===== src/rtl/hex_display_scanner.sv =====
// Multiplexed common-anode seven-segment scanner with frame-aligned word
// promotion, leading-zero blanking and whole-display status glyphs.

module seven_segment (
  input  logic [3:0] value,
  output logic [6:0] segments
);
  // Active-low, bit 6 = g ... bit 0 = a.
  always_comb begin
    unique case (value)
      4'h0: segments = 7'b1000000;
      4'h1: segments = 7'b1111001;
      4'h2: segments = 7'b0100100;
      4'h3: segments = 7'b0110000;
      4'h4: segments = 7'b0011001;
      4'h5: segments = 7'b0010010;
      4'h6: segments = 7'b0000010;
      4'h7: segments = 7'b1111000;
      4'h8: segments = 7'b0000000;
      4'h9: segments = 7'b0010000;
      4'hA: segments = 7'b0001000;
      4'hB: segments = 7'b0000011;
      4'hC: segments = 7'b1000110;
      4'hD: segments = 7'b0100001;
      4'hE: segments = 7'b0000110;
      default: segments = 7'b0001110;
    endcase
  end
endmodule

module hex_display_scanner #(
  parameter int DIGITS        = 4,
  parameter int PRESCALE      = 1000,
  parameter int BLANK_LEADING = 1
) (
  input  logic                  clock,
  input  logic                  nReset,
  input  logic                  enable,
  input  logic                  load_valid,
  output logic                  load_ready,
  input  logic [4*DIGITS-1:0]   load_value,
  input  logic [1:0]            load_flags,
  output logic [6:0]            hex,
  output logic [DIGITS-1:0]     digit_sel,
  output logic                  frame_done
);
  localparam int IW = (DIGITS > 1) ? $clog2(DIGITS) : 1;
  localparam int CW = $clog2(PRESCALE);
  localparam int WW = 4 * DIGITS;
  localparam logic [IW-1:0] LAST_IDX = IW'(DIGITS - 1);
  localparam logic [CW-1:0] LAST_CNT = CW'(PRESCALE - 1);
  localparam logic [6:0] GLYPH_H = 7'b0001001;
  localparam logic [6:0] GLYPH_U = 7'b1000001;

  typedef enum logic {OFF, SCAN} state_t;

  state_t            state, state_n;
  logic [IW-1:0]     idx, idx_n;
  logic [CW-1:0]     cnt, cnt_n;
  logic [WW-1:0]     active, active_n, pending, pending_n;
  logic [1:0]        aflags, aflags_n, pflags, pflags_n;
  logic              pending_full, pending_full_n;
  logic              promote, transfer, frame_end, drive;
  logic [IW-1:0]     top_nz;
  logic [3:0]        nibble;
  logic [6:0]        seg, glyph, hex_d;
  logic [DIGITS-1:0] sel_d;

  assign promote    = frame_done || (state == OFF);
  assign load_ready = !pending_full || promote;
  assign transfer   = load_valid && load_ready;

  always_comb begin
    state_n   = state;
    idx_n     = idx;
    cnt_n     = cnt;
    frame_end = 1'b0;
    case (state)
      OFF: begin
        if (enable) begin
          state_n = SCAN;
          idx_n   = '0;
          cnt_n   = '0;
        end
      end
      SCAN: begin
        if (!enable) begin
          state_n = OFF;
          idx_n   = '0;
          cnt_n   = '0;
        end else if (cnt == LAST_CNT) begin
          cnt_n = '0;
          if (idx == LAST_IDX) begin
            idx_n     = '0;
            frame_end = 1'b1;
          end else begin
            idx_n = idx + 1'b1;
          end
        end else begin
          cnt_n = cnt + 1'b1;
        end
      end
      default: state_n = OFF;
    endcase
  end

  always_comb begin
    active_n       = active;
    aflags_n       = aflags;
    pending_n      = pending;
    pflags_n       = pflags;
    pending_full_n = pending_full;
    if (promote && pending_full) begin
      active_n       = pending;
      aflags_n       = pflags;
      pending_full_n = 1'b0;
    end
    if (transfer) begin
      pending_n      = load_value;
      pflags_n       = load_flags;
      pending_full_n = 1'b1;
    end
  end

  always_comb begin
    top_nz = '0;
    for (int unsigned i = 0; i < DIGITS; i++) begin
      if (active_n[4*i +: 4] != 4'h0) top_nz = IW'(i);
    end
  end

  assign nibble = active_n[4*idx_n +: 4];

  seven_segment u_seg (
    .value    (nibble),
    .segments (seg)
  );

  // Pins are computed from next-cycle state so they line up with the counter.
  always_comb begin
    drive = (state_n == SCAN) && (cnt_n != '0);
    if (aflags_n[1])      glyph = GLYPH_H;
    else if (aflags_n[0]) glyph = GLYPH_U;
    else if ((BLANK_LEADING != 0) && (idx_n != '0) && (idx_n > top_nz)) glyph = '1;
    else                  glyph = seg;
    hex_d = drive ? glyph : '1;
    sel_d = drive ? ~(DIGITS'(1) << idx_n) : '1;
  end

  always_ff @(posedge clock or negedge nReset) begin
    if (!nReset) begin
      state        <= OFF;
      idx          <= '0;
      cnt          <= '0;
      active       <= '0;
      aflags       <= '0;
      pending      <= '0;
      pflags       <= '0;
      pending_full <= 1'b0;
      hex          <= '1;
      digit_sel    <= '1;
      frame_done   <= 1'b0;
    end else begin
      state        <= state_n;
      idx          <= idx_n;
      cnt          <= cnt_n;
      active       <= active_n;
      aflags       <= aflags_n;
      pending      <= pending_n;
      pflags       <= pflags_n;
      pending_full <= pending_full_n;
      hex          <= hex_d;
      digit_sel    <= sel_d;
      frame_done   <= frame_end;
    end
  end
endmodule


===== config.mk =====
export PLATFORM = sky130hd
export DESIGN_NAME = hex_display_scanner
export DESIGN_NICKNAME = d
export VERILOG_FILES = /design/src/rtl/hex_display_scanner.sv
export SDC_FILE = /design/constraint.sdc
export NUM_CORES = 1
export LEC_CHECK = 0
export ABC_AREA = 1
export CORE_ASPECT_RATIO = 1.25
export CORE_MARGIN = 2
export CORE_UTILIZATION = 40
export DETAILED_ROUTE_END_ITERATION = 10
export SLEW_MARGIN = 25
export SYNTH_ARGS = -nofsm -noshare
export SYNTH_HDL_FRONTEND = slang
export SYNTH_HIERARCHICAL = 1
export SYNTH_SLANG_ARGS = --single-unit

===== constraint.sdc =====
create_clock -name clock -period 2.7 [get_ports clock]
set_input_delay 0.54 -clock clock [delete_from_list [all_inputs] [get_ports clock]]
set_output_delay 0.54 -clock clock [all_outputs]
set_load 0.1 [all_outputs]

==> flow_summary.toml, run 1 <==
[global_routing]
grt_pass1_vias = 2538
grt_usage_pct = 16.8
grt_pass1_wl_mm = 11.4
overflow = 0
antenna_found_initial = 0
grt_max_degree = 39

[layout]
layout-drive-gt1-share_pct = 31.8
antenna-diode-count = 0
syn_to_final_growth_pct = 35.2
fin_nets = 497
final_area_um2 = 4270
fin_cells = 564

[placed_design]
dp_cells = 533
dpl-instance-area_um2 = 3800
io_buffers = 34
hpwl_mm = 4.94
gp_congestion = 0.851

[power_and_ir_drop]
comb_power_share_pct = 28.3
switching_share_pct = 32.5
power.net_switching_uw = 813
p_int_mw = 1.69
clockPowerShare_pct = 28.0
power_density_nw_per_um2 = 586
leakage_nw = 2.12
ir_worst_vdd_mv = 0.324
seq_power_share_pct = 43.7

[yosys]
synth_top_area_share_pct = 40.4
ys.flop_type = "dfrtp_1"
yosysMostFrequentCell = "nand2_1"
synth_area_um2 = 3160
synthCells = 379
ys_seq_area_share_pct = 49.6
synth_common_cells = "nand2_1 (107), inv_1 (53), dfrtp_1 (51), nor2_1 (38), nand3_1 (22)"
netlist.top_cell.by_area = "dfrtp_1"
syn-num-nets = 412
synthTopCellsByArea = "dfrtp_1 (40%), nand2_1 (13%), dfstp_2 (9.2%)"
synth_seq_cells = 62
yosys_warnings = 6
synthArstFlopShare_pct = 100
synth_edf_count = 0
synth_area_per_cell_um2 = 8.33
synth_cell_types = 31

[route]
wirelength_mm = 7.13
drtPass1Iterations = 4
avgRoutedWirePerCell_um = 12.6
drtAntennaViolNets = 0
vias_per_cell = 4.72
vias = 2664
drc = 0
drtIter0Drc = 145

[floorplanning]
placementRows = 36
fp.dieH_um = 103
start_util_pct = 40.7
num_io_pins = 35
die_w_um = 83.5
core_area_um2 = 7750
die_area_um2 = 8620

[sta]
setup_viol = 0
fmax_ghz = 0.397
relSlewSlack_pct = 42.3
fin_crit_sh_pct = 93.2
worstMarginPinSlew_ns = 0.865
final_hold_viol_count = 0
final.min_clock_period_ns = 2.52
drv_slew = 0
final.setup_skew_ns = 0.00802

[setup_path]
criticalPathCategory = "in -> reg"
required_ns = 2.97
cp_max_fo = 6
worstSetupEndpointType = "register"
cp.arrival_ns = 2.78
r2r_setup_slack_ns = 0.19
crit_path_start_kind = "input port"

[clock_network]
clock_path_buffers = 2
htree_levels = 3
clk_pin_slew_ns = 0.07
cts_inserted_buffers = 9
cts_sinks = 62
root_buffer = "clkbuf_8"
cts_tree = "built"
clkLatencyLatePin_ns = 0.34

[flow_run]
maxCapViolCount = 0

[run_status]
outcome = "complete, no violations"

[min_path]
hp-class = "in -> async"
[layer usage]
| metal | global-route usage [%] | vias up | part of all wire [%] | wire length (um) |
|---|---|---|---|---|
| met5 | 0 | - | 0 | 0 |
| met4 | 8.44 | 0 | 2.6 | 182 |
| met3 | 4.21 | 14 | 4.0 | 286 |
| met2 | 29.3 | 58 | 52 | 3670 |
| met1 | 19.4 | 1230 | 42 | 2990 |
| li1 | - | 1362 | - | - |
[kinds of logic after synthesis]
logic type      after synthesis  share of synthesized area, %
compound gates               42                          7.37
xor+xnor                      1                         0.277
fa+ha+maj                    11                          4.36
buf+inv                      63                          8.13
flops                        62                          49.6
mux                          12                          4.28
simple gates                188                          26.0
[critical path, cell delays in order]
cell             delay [ns]
clkdlybuf4s50_1        0.50
nand2_1                0.09
inv_2                  0.12
nand2_2                0.06
nand2_1                0.07
nand2_2                0.07
nand2_4                0.14
inv_4                  0.06
nor2_4                 0.10
buf_4                  0.14
nand2_1                0.05
nand4_1                0.20
buf_4                  0.20
nand2_1                0.06
nand3_1                0.08
nand2_1                0.07
nor3_2                 0.17
nand2_1                0.07
[power groups by stage]
stage	combinational (mW)	clock [mW]	sequential, mW
finish	0.708	0.701	1.09
global route	0.785	0.764	1.10
CTS	0.640	0.723	1.09
detailed placement	0.637	0	1.11
global placement	0.628	0	1.10
floorplan	0.356	0	1.18
[registers in the layout, indices dropped and copies added, names as in the netlist]
register,cells
pending_full,1
pflags,2
state,1
hex,7
idx,2
aflags,2
frame_done,1
active,16
cnt,10
digit_sel,4
pending,16
[per-stage QoR]
stage / util, % / setup WS [ns] / power [mW] / setup TNS (ns) / hold slack [ns]
finish: 55.1 / 0.184 / 2.50 / 0 / 0.309
global route: 55.1 / -0.0344 / 2.65 / -0.119 / 0.370
floorplan: - / 0.102 / 1.53 / 0 / 0.244
global placement: 49.1 / -0.219 / 1.73 / -1.36 / 0.486
CTS: 51.2 / 0.0591 / 2.45 / 0 / 0.326
detailed placement: 49.1 / -0.268 / 1.74 / -1.59 / 0.490
[what timing repair did]
action	4_1_cts	5_1_grt
setup buffers	0	13
setup endpoints to repair	0	7
hold buffers	0	0
gates resized for setup	0	57
[cell type report]
type / count / area [um2]
clock buffer: 12 / 145
fill: 743 / 3480
clock inverter: 4 / 22.5
sequential: 62 / 1570
inverter: 55 / 211
tap: 95 / 119
multi-input combinational: 254 / 1480
timing repair buffer: 82 / 723
[placed cells by master, fill, tap and decap left out, types with 3 or more instances in the layout]
master / count
nand2_1: 97
buf_4: 57
dfrtp_1: 50
inv_1: 43
nor2_1: 36
nand3_1: 20
clkdlybuf4s50_1: 20
o21ai_1: 11
dfstp_2: 11
inv_2: 10
o21ai_0: 10
nand2_2: 10
a21oi_1: 10
clkbuf_8: 10
mux2_2: 9
ha_1: 9
nor2_4: 5
nor2_2: 4
o21ai_2: 4
nand4_1: 4
mux2_4: 3
clkinv_2: 3
[worst paths after layout]
path	from	end	cells past startpoint
min in group clock	pending[15]	pending[15]	1
max in group asynchronous	nReset	active[4]	2
hold / removal	nReset	cnt[8]	1
setup / recovery	enable	hex[0]	18
setup reg to reg	cnt[1]	hex[3]	20
hold reg to reg	pending[15]	pending[15]	1
(Power assumes the default switching activity.)
==> run 2: changes to the inputs <==
--- a/config.mk
+++ b/config.mk
@@ -10,6 +10,7 @@
 export CORE_MARGIN = 2
 export CORE_UTILIZATION = 40
 export DETAILED_ROUTE_END_ITERATION = 10
+export PLACE_DENSITY = 0.63
 export SLEW_MARGIN = 25
 export SYNTH_ARGS = -nofsm -noshare
 export SYNTH_HDL_FRONTEND = slang
==> run 2 against run 1 <==
  * First-iteration DRC count fell by 39%
  * Worst setup slack worse by 0.031 ns
  * Die area did not move
  * Core utilization down 0.29 points
  * Sequential power hardly changed
  * Clock-buffer cell count decreased by 1
  * Critical path type is now reg -> reg
  * Largest power group unchanged
==> flow_summary.toml, run 2 (same netlist as run 1, synthesis figures left out) <==
[global_routing]
grt_max_degree = 42
antenna_found_initial = 0
grt_pass1_vias = 2496
grt_pass1_wl_mm = 11.2
grt_usage_pct = 16.6
overflow = 0

[setup_path]
cp_max_fo = 4
crit_top_cell = "nand2_1"
worstSetupEndpointType = "register"
crit_path_cell_trace = "ha_2, nand2_2, inv_2, nand4_4, nand2_2, nand3_2, buf_4, a21oi_4, nand2_2, nand4_1, inv_2, ha_4, nand2_1, nand3_1, nand2_1, inv_1, nand2_1, nand2_1, nand3_1"
cp_num_buf_inv = 4
slowest_delay_ns = 0.37
slowest_stage = "dfrtp_1"
cp.arrival_ns = 2.79
crit_path_start_kind = "register"
required_ns = 2.94
critPathTopFamily = "simple AND/OR/NAND/NOR gates"
criticalPathCategory = "reg -> reg"

[power_and_ir_drop]
switching_share_pct = 31.1
clockPowerShare_pct = 30.6
ir_worst_vdd_mv = 0.405
seq_power_share_pct = 42.3
p_int_mw = 1.77
power.net_switching_uw = 801
leakage_nw = 2.10
comb_power_share_pct = 27.1
power_density_nw_per_um2 = 606

[sta]
worstMarginPinSlew_ns = 0.675
fin_crit_sh_pct = 94.3
relSlewSlack_pct = 54.9
hold_slack_ns = 0.164
layout_setup_ws_ns = 0.153
final_hold_viol_count = 0
fmax_ghz = 0.393
drv_slew = 0
final.setup_skew_ns = 0.00569
final.min_clock_period_ns = 2.55
setup_viol = 0

[placed_design]
dp_cells = 535
gp_congestion = 0.864
io_buffers = 34
dpl-instance-area_um2 = 3820
hpwl_mm = 4.93
dp_slack_ns = -0.335

[clock_network]
cts_inserted_buffers = 9
holdBufCountCts = 0
clock_path_buffers = 2
root_buffer = "clkbuf_8"
cts_sinks = 62
cts_tree = "built"
clk_pin_slew_ns = 0.06
clkLatencyLatePin_ns = 0.35
htree_levels = 3

[layout]
final_common_cell = "nand2_1"
mostFrequentLayoutCells = "nand2_1 (95), buf_4 (55), dfrtp_1 (49), inv_1 (45), nor2_1 (37)"
fin_nets = 495
final_area_um2 = 4250
syn_to_final_growth_pct = 34.5
top_regs = "active (16), pending (16), cnt (10)"
fin_cells = 562
antenna-diode-count = 0
layout-drive-gt1-share_pct = 31.5

[floorplanning]
placementRows = 36
die_w_um = 83.5
die_area_um2 = 8620
fp.dieH_um = 103
num_io_pins = 35
start_util_pct = 40.7
core_area_um2 = 7750

[route]
drtAntennaViolNets = 0
vias = 2629
wirelength_mm = 6.82
vias_per_cell = 4.68
avgRoutedWirePerCell_um = 12.1
drc = 0
drtIter0Drc = 89
drtPass1Iterations = 5

[run_status]
outcome = "complete, no violations"

[min_path]
hp-class = "in -> async"

[flow_run]
maxCapViolCount = 0
[run 2: timing repair]
item,4_1_cts,5_1_grt
resized for setup,0,46
setup buffers,0,10
setup endpoints to repair,0,7
[run 2: worst paths after layout]
path	cells after the start	end	start	slack, ns
worst min register to register	1	pending[15]	pending[15]	0.50
min in group clock	2	state	enable	0.50
max in group asynchronous	2	active[1]	nReset	1.94
worst min-delay path	1	cnt[8]	nReset	0.16
worst max-delay path	19	hex[3]	cnt[1]	0.15
worst max register to register	19	hex[3]	cnt[1]	0.15
[run 2: per-layer routing]
metal  vias to the layer above  global-route usage, %  routed length (um)
li1                       1355                      -                   -
met1                      1204                   19.5                2980
met2                        52                   27.8                3340
met3                        18                   4.21                 258
met4                         0                   9.80                 237
met5                         -                      0                   0
[run 2: power by group through the flow]
stage | Sequential, mW | Combinational [mW] | Clock [mW]
detailed placement | 1.11 | 0.648 | 0
finish | 1.09 | 0.696 | 0.788
CTS | 1.09 | 0.651 | 0.807
global route | 1.10 | 0.782 | 0.848
global placement | 1.10 | 0.645 | 0
floorplan | 1.18 | 0.356 | 0
[run 2: layout make-up]
type	count	area, um2
tap	95	119
inverter	55	211
multi-input combinational	254	1460
sequential	62	1570
clock buffer	11	141
clock inverter	5	48.8
fill	743	3500
timing repair buffer	80	697
[run 2: per-stage QoR]
step	utilization, %	TNS (ns)	power [mW]
final	54.8	0	2.57
after global routing	54.8	-0.330	2.73
after CTS	51.7	0	2.55
after detailed placement	49.3	-1.92	1.75
after global placement	49.3	-1.48	1.75
after floorplan	-	0	1.53
[run 2: worst reg2reg max path: cells and delay by family (launching register included)]
family	cells	cell delay, ns
simple gates	12	1.00
fa+ha+maj	2	0.48
buf+inv	4	0.40
flops	1	0.37
compound gates	1	0.17
